--- config.mk ---
export PLATFORM = sky130hd
export DESIGN_NAME = multicycle_control_unit_flat
export DESIGN_NICKNAME = d
export VERILOG_FILES = /design/src/rtl/multicycle_control_unit_pkg.sv /design/src/rtl/multicycle_control_unit_if.sv /design/src/rtl/multicycle_control_unit_alu_decoder.sv /design/src/rtl/multicycle_control_unit.sv /design/src/flat_wrapper.sv
export SDC_FILE = /design/constraint.sdc
export NUM_CORES = 1
export LEC_CHECK = 0
export BUFFER_PORTS_ARGS = -buffer_cell sky130_fd_sc_hd__buf_2
export CAP_MARGIN = 30
export CORE_UTILIZATION = 40
export DETAILED_ROUTE_END_ITERATION = 10
export PLACE_DENSITY = 0.7
export SYNTH_ARGS = -nofsm -noshare
export SYNTH_HDL_FRONTEND = slang
export SYNTH_SLANG_ARGS = --single-unit
--- constraint.sdc ---
create_clock -name CLK -period 2.7 [get_ports CLK]
set_clock_uncertainty 0.15 [all_clocks]
set_input_delay 0.135 -clock CLK [delete_from_list [all_inputs] [get_ports CLK]]
set_output_delay 0.135 -clock CLK [all_outputs]
set_load 0.01 [all_outputs]
--- src/rtl/multicycle_control_unit_pkg.sv ---
// rtl/multicycle_control_unit_pkg.sv - cu_pkg: states, opcode/funct codes, ALU and mux select encodings
package cu_pkg;

    typedef enum logic [3:0] {
        S_START, S_FETCH, S_DECODE, S_MEMADR, S_MEMRD, S_MEMWB, S_MEMWR,
        S_EXEC, S_ALUWB, S_ADDIEX, S_ADDIWB, S_BRANCH, S_JUMP, S_ERROR
    } state_e;

    localparam logic [5:0] OP_RTYPE = 6'b000000;
    localparam logic [5:0] OP_LW    = 6'b100011;
    localparam logic [5:0] OP_SW    = 6'b101011;
    localparam logic [5:0] OP_ADDI  = 6'b001000;
    localparam logic [5:0] OP_BEQ   = 6'b000100;
    localparam logic [5:0] OP_BNE   = 6'b000101;
    localparam logic [5:0] OP_J     = 6'b000010;

    localparam logic [5:0] FN_ADD = 6'b100000;
    localparam logic [5:0] FN_SUB = 6'b100010;
    localparam logic [5:0] FN_AND = 6'b100100;
    localparam logic [5:0] FN_OR  = 6'b100101;
    localparam logic [5:0] FN_SLT = 6'b101010;

    localparam logic [3:0] ALU_AND = 4'b0000;
    localparam logic [3:0] ALU_OR  = 4'b0001;
    localparam logic [3:0] ALU_ADD = 4'b0010;
    localparam logic [3:0] ALU_SUB = 4'b0110;
    localparam logic [3:0] ALU_SLT = 4'b0111;

    localparam logic [1:0] SRCB_RT      = 2'b00;
    localparam logic [1:0] SRCB_FOUR    = 2'b01;
    localparam logic [1:0] SRCB_IMM     = 2'b10;
    localparam logic [1:0] SRCB_IMM_SH2 = 2'b11;

    localparam logic [1:0] PCSRC_ALU    = 2'b00;
    localparam logic [1:0] PCSRC_ALUOUT = 2'b01;
    localparam logic [1:0] PCSRC_JUMP   = 2'b10;

endpackage

--- src/rtl/multicycle_control_unit_if.sv ---
// rtl/multicycle_control_unit_if.sv - unified memory port request/ready handshake
interface multicycle_control_unit_if;
    logic MEM_REQ;
    logic MEM_WRITE;
    logic MEM_READY;

    modport master (output MEM_REQ, output MEM_WRITE, input MEM_READY);
    modport slave  (input MEM_REQ, input MEM_WRITE, output MEM_READY);
endinterface

--- src/rtl/multicycle_control_unit_alu_decoder.sv ---
// rtl/multicycle_control_unit_alu_decoder.sv - R-type FUNCT to ALU operation with valid flag
module alu_decoder
    import cu_pkg::*;
(
    input  logic [5:0] funct_i,
    output logic [3:0] alu_op_o,
    output logic       valid_o
);
    always_comb begin
        alu_op_o = ALU_AND;
        valid_o  = 1'b1;
        case (funct_i)
            FN_ADD:  alu_op_o = ALU_ADD;
            FN_SUB:  alu_op_o = ALU_SUB;
            FN_AND:  alu_op_o = ALU_AND;
            FN_OR:   alu_op_o = ALU_OR;
            FN_SLT:  alu_op_o = ALU_SLT;
            default: valid_o  = 1'b0;
        endcase
    end
endmodule

--- src/rtl/multicycle_control_unit.sv ---
// rtl/multicycle_control_unit.sv - multicycle MIPS control FSM with memory timeout; CU_BNE_EN adds bne
module multicycle_control_unit
    import cu_pkg::*;
#(
    parameter int ALU_OP_W       = 4,
    parameter int TIMEOUT_CYCLES = 15
) (
    input  logic                CLK,
    input  logic                RST_N,
    input  logic [5:0]          OPCODE,
    input  logic [5:0]          FUNCT,
    input  logic                ZERO,
    multicycle_control_unit_if.master mem,
    output logic                I_OR_D,
    output logic                IR_WRITE,
    output logic                PC_WRITE,
    output logic [1:0]          PC_SRC,
    output logic                REG_DST,
    output logic                REG_WRITE,
    output logic                MEM2REG,
    output logic                EX_TOP,
    output logic                ALU_SRC_A,
    output logic [1:0]          ALU_SRC_B,
    output logic [ALU_OP_W-1:0] ALU_OP,
    output logic                ILLEGAL,
    output logic                ERR
);
    state_e     state_q, state_d;
    logic [7:0] cnt_q, cnt_d;
    logic       mem_req, mem_write, wait_st;
    logic [3:0] alu_op, dec_op;
    logic       dec_valid;
`ifdef CU_BNE_EN
    logic       bne_q, bne_d;
`endif

    alu_decoder u_alu_decoder (.funct_i(FUNCT), .alu_op_o(dec_op), .valid_o(dec_valid));

    always_ff @(posedge CLK or negedge RST_N) begin
        if (!RST_N) begin
            state_q <= S_START;
            cnt_q   <= 8'd0;
`ifdef CU_BNE_EN
            bne_q   <= 1'b0;
`endif
        end else begin
            state_q <= state_d;
            cnt_q   <= cnt_d;
`ifdef CU_BNE_EN
            bne_q   <= bne_d;
`endif
        end
    end

    always_comb begin
        state_d   = state_q;
        mem_req   = 1'b0;
        mem_write = 1'b0;
        I_OR_D    = 1'b0;
        IR_WRITE  = 1'b0;
        PC_WRITE  = 1'b0;
        PC_SRC    = PCSRC_ALU;
        REG_DST   = 1'b0;
        REG_WRITE = 1'b0;
        MEM2REG   = 1'b0;
        EX_TOP    = 1'b0;
        ALU_SRC_A = 1'b0;
        ALU_SRC_B = SRCB_RT;
        alu_op    = ALU_AND;
        ILLEGAL   = 1'b0;
        ERR       = 1'b0;
`ifdef CU_BNE_EN
        bne_d     = bne_q;
`endif
        case (state_q)
            S_START: state_d = S_FETCH;
            S_FETCH: begin
                mem_req   = 1'b1;
                ALU_SRC_B = SRCB_FOUR;
                alu_op    = ALU_ADD;
                if (mem.MEM_READY) begin
                    IR_WRITE = 1'b1;
                    PC_WRITE = 1'b1;
                    state_d  = S_DECODE;
                end
            end
            S_DECODE: begin
                // Branch target is precomputed here so BRANCH only needs the compare
                ALU_SRC_B = SRCB_IMM_SH2;
                alu_op    = ALU_ADD;
                EX_TOP    = 1'b1;
`ifdef CU_BNE_EN
                bne_d     = (OPCODE == OP_BNE);
`endif
                case (OPCODE)
                    OP_RTYPE:     state_d = S_EXEC;
                    OP_LW, OP_SW: state_d = S_MEMADR;
                    OP_ADDI:      state_d = S_ADDIEX;
                    OP_BEQ:       state_d = S_BRANCH;
`ifdef CU_BNE_EN
                    OP_BNE:       state_d = S_BRANCH;
`endif
                    OP_J:         state_d = S_JUMP;
                    default: begin
                        ILLEGAL = 1'b1;
                        state_d = S_FETCH;
                    end
                endcase
            end
            S_MEMADR, S_ADDIEX: begin
                ALU_SRC_A = 1'b1;
                ALU_SRC_B = SRCB_IMM;
                alu_op    = ALU_ADD;
                if (state_q == S_ADDIEX)  state_d = S_ADDIWB;
                else if (OPCODE == OP_LW) state_d = S_MEMRD;
                else                      state_d = S_MEMWR;
            end
            S_MEMRD: begin
                mem_req = 1'b1;
                I_OR_D  = 1'b1;
                if (mem.MEM_READY) state_d = S_MEMWB;
            end
            S_MEMWB: begin
                REG_WRITE = 1'b1;
                state_d   = S_FETCH;
            end
            S_MEMWR: begin
                mem_req   = 1'b1;
                mem_write = 1'b1;
                I_OR_D    = 1'b1;
                if (mem.MEM_READY) state_d = S_FETCH;
            end
            S_EXEC: begin
                ALU_SRC_A = 1'b1;
                if (dec_valid) begin
                    alu_op  = dec_op;
                    state_d = S_ALUWB;
                end else begin
                    ILLEGAL = 1'b1;
                    state_d = S_FETCH;
                end
            end
            S_ALUWB, S_ADDIWB: begin
                REG_WRITE = 1'b1;
                REG_DST   = (state_q == S_ALUWB);
                MEM2REG   = 1'b1;
                state_d   = S_FETCH;
            end
            S_BRANCH: begin
                ALU_SRC_A = 1'b1;
                alu_op    = ALU_SUB;
                PC_SRC    = PCSRC_ALUOUT;
`ifdef CU_BNE_EN
                PC_WRITE  = bne_q ? ~ZERO : ZERO;
`else
                PC_WRITE  = ZERO;
`endif
                state_d   = S_FETCH;
            end
            S_JUMP: begin
                PC_SRC   = PCSRC_JUMP;
                PC_WRITE = 1'b1;
                state_d  = S_FETCH;
            end
            S_ERROR: ERR = 1'b1;
            default: state_d = S_START;
        endcase

        wait_st = (state_q == S_FETCH) || (state_q == S_MEMRD) || (state_q == S_MEMWR);
        if (wait_st && !mem.MEM_READY && (cnt_q == 8'(TIMEOUT_CYCLES)))
            state_d = S_ERROR;
        // Any state change or completed request restarts the not-ready count
        if (state_d != state_q || mem.MEM_READY || !wait_st) cnt_d = 8'd0;
        else                                                 cnt_d = cnt_q + 8'd1;
    end

    assign mem.MEM_REQ   = mem_req;
    assign mem.MEM_WRITE = mem_write;
    assign ALU_OP        = ALU_OP_W'(alu_op);

endmodule

--- src/flat_wrapper.sv ---
// flat-port wrapper written by rule: the top's interface ports become plain ports
module multicycle_control_unit_flat import cu_pkg::*;
#(
    parameter int ALU_OP_W       = 4,
    parameter int TIMEOUT_CYCLES = 15
)
  (CLK, RST_N, OPCODE, FUNCT, ZERO, I_OR_D, IR_WRITE, PC_WRITE, PC_SRC, REG_DST, REG_WRITE, MEM2REG, EX_TOP, ALU_SRC_A, ALU_SRC_B, ALU_OP, ILLEGAL, ERR, mem_MEM_REQ, mem_MEM_WRITE, mem_MEM_READY);
  multicycle_control_unit_if mem_i ();
  input  logic CLK;
  input  logic RST_N;
  input  logic [5:0] OPCODE;
  input  logic [5:0] FUNCT;
  input  logic ZERO;
  output logic I_OR_D;
  output logic IR_WRITE;
  output logic PC_WRITE;
  output logic [1:0] PC_SRC;
  output logic REG_DST;
  output logic REG_WRITE;
  output logic MEM2REG;
  output logic EX_TOP;
  output logic ALU_SRC_A;
  output logic [1:0] ALU_SRC_B;
  output logic [ALU_OP_W-1:0] ALU_OP;
  output logic ILLEGAL;
  output logic ERR;
  output wire logic [$bits(mem_i.MEM_REQ)-1:0] mem_MEM_REQ;
  output wire logic [$bits(mem_i.MEM_WRITE)-1:0] mem_MEM_WRITE;
  input wire logic [$bits(mem_i.MEM_READY)-1:0] mem_MEM_READY;
  assign mem_MEM_REQ = mem_i.MEM_REQ;
  assign mem_MEM_WRITE = mem_i.MEM_WRITE;
  assign mem_i.MEM_READY = mem_MEM_READY;
  multicycle_control_unit #(.ALU_OP_W(ALU_OP_W), .TIMEOUT_CYCLES(TIMEOUT_CYCLES)) u_core (.CLK(CLK), .RST_N(RST_N), .OPCODE(OPCODE), .FUNCT(FUNCT), .ZERO(ZERO), .mem(mem_i), .I_OR_D(I_OR_D), .IR_WRITE(IR_WRITE), .PC_WRITE(PC_WRITE), .PC_SRC(PC_SRC), .REG_DST(REG_DST), .REG_WRITE(REG_WRITE), .MEM2REG(MEM2REG), .EX_TOP(EX_TOP), .ALU_SRC_A(ALU_SRC_A), .ALU_SRC_B(ALU_SRC_B), .ALU_OP(ALU_OP), .ILLEGAL(ILLEGAL), .ERR(ERR));
endmodule
; ---- After elaboration in Yosys (flattened, before gate mapping)
; Cells that the tools add are included.
[totals]
register_bits = 12
input_bits = 16
wordCells = 80
[op_classes]
n_addsub = 1
eq_ne = 25
muxes = 31
reduce_logical = 21
[ops]
columns = operator, n
row1 = 6-bit == test (second input constant), 7
row2 = 4-bit one-hot mux with 8 select lines, 1
row3 = 4-bit == test (second input constant), 6
row4 = 4-bit two-way mux, 6
row5 = 4-bit one-hot mux with 5 select lines, 1
row6 = 4-bit by 3-bit == test with 1-bit output (second input constant), 4
row7 = 1-bit two-way mux, 14
row8 = 3-bit one-hot mux with 4 select lines, 1
row9 = 4-bit one-hot mux with 3 select lines, 1
row10 = 6-bit OR reduction, 2
row11 = 8-bit by 1-bit adder with 8-bit output (second input constant), 1
row12 = 4-bit by 2-bit == test with 1-bit output (second input constant), 2
row13 = 8-bit by 4-bit == test with 1-bit output (second input constant), 1
row14 = 8-bit two-way mux, 1
row15 = 2-bit OR reduction, 4
row16 = 4-bit OR reduction, 2
row17 = 6-bit by 2-bit == test with 1-bit output (second input constant), 1
row18 = 6-bit by 3-bit == test with 1-bit output (second input constant), 1
row19 = 6-bit by 4-bit == test with 1-bit output (second input constant), 1
row20 = 6-bit logical NOT, 1
row21 = 2-bit one-hot mux with 3 select lines, 1
row22 = 3-bit OR reduction, 2
row23 = 5-bit OR reduction, 1
row24 = 4-bit by 1-bit == test with 1-bit output (second input constant), 1
row25 = 10 further kinds, 15

; ---- Depth between registers and ports, before layout
[logic_depth]
depth_word = 10
depth_mapped = 6
ltp_nobuf = 5

; ---- By module
; Synthesis repeated with hierarchy kept, for this count alone.
[unflattened]
cells_unflattened = 135
area_unflattened_um2 = 1122.3
[by_module_without_submodules]
columns = module, n_inst, cells_per_inst, area_per_inst_um2, seq_area_each_um2
row1 = multicycle_control_unit, 1, 124, 1039.7, 300.3
row2 = alu_decoder, 1, 11, 82.6, 0.0

; ---- Least setup slack after synthesis
; No wires, ideal clock.
[synth_timing]
kind = reg-to-reg
from = register u_core.state_q[2]
to = register u_core.state_q[2]
arrival_ns = 1.392
slack_ns = 1.072
path_stages_with_launch = 6
path_buffers = 1
period_less_slack_ns = 1.628
cell_sequence = dfrtp_1 -> buf_6 -> or3b_4 -> a2111oi_4 -> nor2_2 -> o211ai_1
[synth_between]
elab_chain_cells = 6
[synth_lines]
columns = item, line
row1 = start: declaration, multicycle_control_unit.sv:28  ; state_e state_q, state_d;
row2 = start signal: assignment, multicycle_control_unit.sv:47  ; state_q <= state_d;
row3 = "parallel branches: the longest is 5 deep, another holds 4-bit one-hot mux with 8 select lines", --
row4 = 4-bit two-way mux *, multicycle_control_unit.sv:170  ; if (wait_st && !mem.MEM_READY && (cnt_q == 8'(TIMEOUT_CYCLES)))
row5 = named net u_core.state_d[2], multicycle_control_unit.sv:28
; Mark *: on every way through the listed nets, which the timed path passes.

; ---- Worst setup path after layout
[layout_timing]
from = register u_core.state_q[2]
to = output port ILLEGAL
[layout_between]
elab_chain_cells = 2
[layout_lines]
columns = item, line
row1 = 4-bit by 3-bit == test with 1-bit output or 4-bit by 2-bit == test with 1-bit output (tied branches), multicycle_control_unit.sv:75  ; case (state_q)
row2 = 1-bit one-hot mux with 2 select lines *, multicycle_control_unit.sv:75
row3 = end: declaration, flat_wrapper.sv:25  ; output logic ILLEGAL;
; Every way passes the cells marked *; elsewhere a longest branch is shown, timed or not.

==> results.toml <==
[status]
outcome = "complete, no violations"

[pwr]
pwr-share-seq = 0.497
internal_power_w = 0.0002789
p_leak_nw = 0.5774
power.combinational.fraction = 0.102
finalPower_w = 0.0003611
ir_worst_vdd_uv = 278.4
powerDensity_nw_per_um2 = 289.4
p_sw_w = 0.00008221
pwr-share-clk = 0.400
swShare = 0.2277

[sta]
hold_viol_final = 0
timing.slew.headroom = 0.6230
setup_viol_count_final = 0
maxSlewViolCount = 0
clock.fmax_ghz = 0.4899
setup_slack_ns = 0.6589
finalSetupTns_ns = 0
post-route-period-util = 0.7560
whs_ns = 0.06261
grt_setup_unrepaired = "no"
worst_pin_slew_ns = 0.5656
period_needed_ns = 2.041

[synthesis]
async_reset_ff_frac = 1.000
ys.flop_type = "dfrtp_1"
postSynthAreaPerCell_sq_um = 7.908
synth.area.mux_share = 0.03261
synth_area_leaders = "dfrtp_1 29%, nor2_1 6.9%, nor2b_1 4.2%"
synth-simple-area-share = 0.3720
synthDistinctLibCells = 43
synthAdderAreaFrac = 0.02174
syn_inst = 131
netlist_top_cells_count = "19 x nor2_1, 12 x dfrtp_1, 9 x nand2_1"
synth_top_area_frac = 0.2899
ys_ff_latch = 12
ys_seq_area_frac = 0.2899
syn_nets = 148
ys_warn_count = 0
synth-xor-area-share = 0.05072
synth_top_cell_by_area = "dfrtp_1"
synth-edff-count = 0
synth_top_family_by_area = "simple AND/OR/NAND/NOR gates"
syn_area_sq_um = 1036
synth_compound_area_frac = 0.1812
synth.most_common_cell = "nor2_1"

[global_route]
grt_max_degree = 19
antenna_found_initial = 0
grt_pass1_vias = 867
overflow = 0
grt_usage = 0.1877
grt_pass1_wl_um = 3850

[placement]
hpwl_um = 1801
gp_congestion = 0.8821
io_buffers = 34
pre_cts_ws_ns = 0.8224

[drt]
drc_errors = 0
firstDrtPassIters = 4
vias_per_cell = 5.552
vias = 1066
ant_nets = 0
drt_iter0_markers = 5
routed_wirelength_um = 2403
wl_per_cell_um = 12.52

[critical_path]
cp-end-kind = "output pin"
worst_setup_path_start_kind = "flop"
r2r-start = "u_core.state_q[2]$_DFF_PN0_"
reg2reg_slack_ns = 0.79
cp.arrival_ns = 1.76
r2r_end = "u_core.state_q[2]$_DFF_PN0_"
ff2ff_path_depth = 4
crit_required_ns = 2.41
path_class = "flop to output pin"
cp_max_fo = 18

[flow_run]
maxCapViolCount = 0

[floorplan]
die_area_sq_um = 2797
chipWidth_um = 52.89
io_pins = 36
fp-row-count = 18
initial_core_util = 0.4220
die_h_um = 52.89
coreArea_sq_um = 2455

[cells_and_area]
fin_util = 0.5082
fin_nets = 180
area_delta_synth_final_pct = 20.41
layout-drive-gt1-share = 0.3025
diodes = 0

[clock_tree]
post_cts.repair.setup_buffers = 0
clockBufferDepth = 2
cts_tree = "yes"
htree_levels = 1
cts-root-buf = "clkbuf_4"
clkSlewWorstSetupHoldPaths_ns = 0.07
cts_buffers = 3
clkLatencyLatePin_ns = 0.28
clock_sinks = 12

[hold_path]
hold_path.class = "input pin to flop"
hp-start = "OPCODE[4]"
worstHoldEndpoint = "u_core.state_q[1]$_DFF_PN0_"
holdPathStages = 3
-- metal layers --
metal  vias up  track usage  routed length, um
li1        530            -                  -
met1       502       0.2496               1084
met2        29       0.3017               1189
met3         5      0.02874                 93
met4         0      0.07456                 36
met5         -            0                  0
-- worst max-delay path: stages, from the launching register on --
cell and delay (ns):
dfrtp_1 0.70, nand4b_1 0.22, or2_2 0.38, nand2_1 0.07
buf_2 0.12
-- sequential cells by signal, indices dropped and copies added (netlist names) --
signal          flops
u_core.cnt_q        8
u_core.state_q      4
-- cells in the final DEF, fill, tap and decap left out, drive strengths merged, types with 2 or more instances in the layout --
| cell | n |
|---|---|
| a21oi | 6 |
| a31oi | 3 |
| buf | 34 |
| clkbuf | 4 |
| dfrtp | 12 |
| inv | 2 |
| mux2 | 3 |
| nand2 | 9 |
| nand2b | 5 |
| nand3 | 7 |
| nand3b | 2 |
| nand4 | 2 |
| nor2 | 20 |
| nor2b | 7 |
| nor3 | 7 |
| o21ai | 8 |
| or2 | 3 |
| or4 | 2 |
| xnor2 | 2 |
| xor2 | 4 |
-- kinds of logic after synthesis --
group / Yosys count
buffers and inverters: 10
multiplexers: 3
AO/OA/AOI/OAI: 26
AND/OR/NAND/NOR: 71
adder cells (fa/ha/maj): 2
other: 1
flip-flops: 12
XOR/XNOR: 6
-- metrics by stage --
step	instances	cell area (sq um)
CTS	192	1247
detailed placement	187	1201
global placement	187	1201
finish	192	1247
global route	192	1247
floorplan	131	1036
-- how the worst max path moves through the flow --
stage                                startpoint                     endpoint  slack (ns)  cells past startpoint
floorplan           u_core.state_q[2]$_DFF_PN0_  u_core.state_q[2]$_DFF_PN0_        1.07                      5
global placement    u_core.state_q[2]$_DFF_PN0_  u_core.state_q[3]$_DFF_PN0_        0.88                      4
detailed placement  u_core.state_q[0]$_DFF_PN0_  u_core.state_q[2]$_DFF_PN0_        0.82                      4
CTS                 u_core.state_q[2]$_DFF_PN0_                      ILLEGAL        0.65                      4
global route        u_core.state_q[2]$_DFF_PN0_                    ALU_OP[1]        0.50                      5
finish              u_core.state_q[2]$_DFF_PN0_                      ILLEGAL        0.66                      4
-- repair_timing --
item	4_1_cts	5_1_grt
gates resized for setup	0	0
hold buffers	1	0
endpoints found under the hold margin	12	0
-- power by group through the flow --
stage	Clock, W	Combinational (W)	Sequential [W]
finish	0.000145	0.0000370	0.000180
global route	0.000156	0.0000416	0.000180
CTS	0.000148	0.0000372	0.000180
detailed placement	0	0.0000361	0.000183
global placement	0	0.0000345	0.000183
floorplan	0	0.0000146	0.000183
-- area by class of cell --
| class | instances | area [sq um] |
|---|---|---|
| flip-flops and latches | 12 | 300.3 |
| fillers | 252 | 1207 |
| repair buffers | 35 | 180.2 |
| well taps | 30 | 37.54 |
| multi-input cells | 109 | 685.7 |
| clock buffers | 4 | 36.28 |
| inverters | 2 | 7.507 |
No activity file was read; power rests on OpenSTA's default activity.
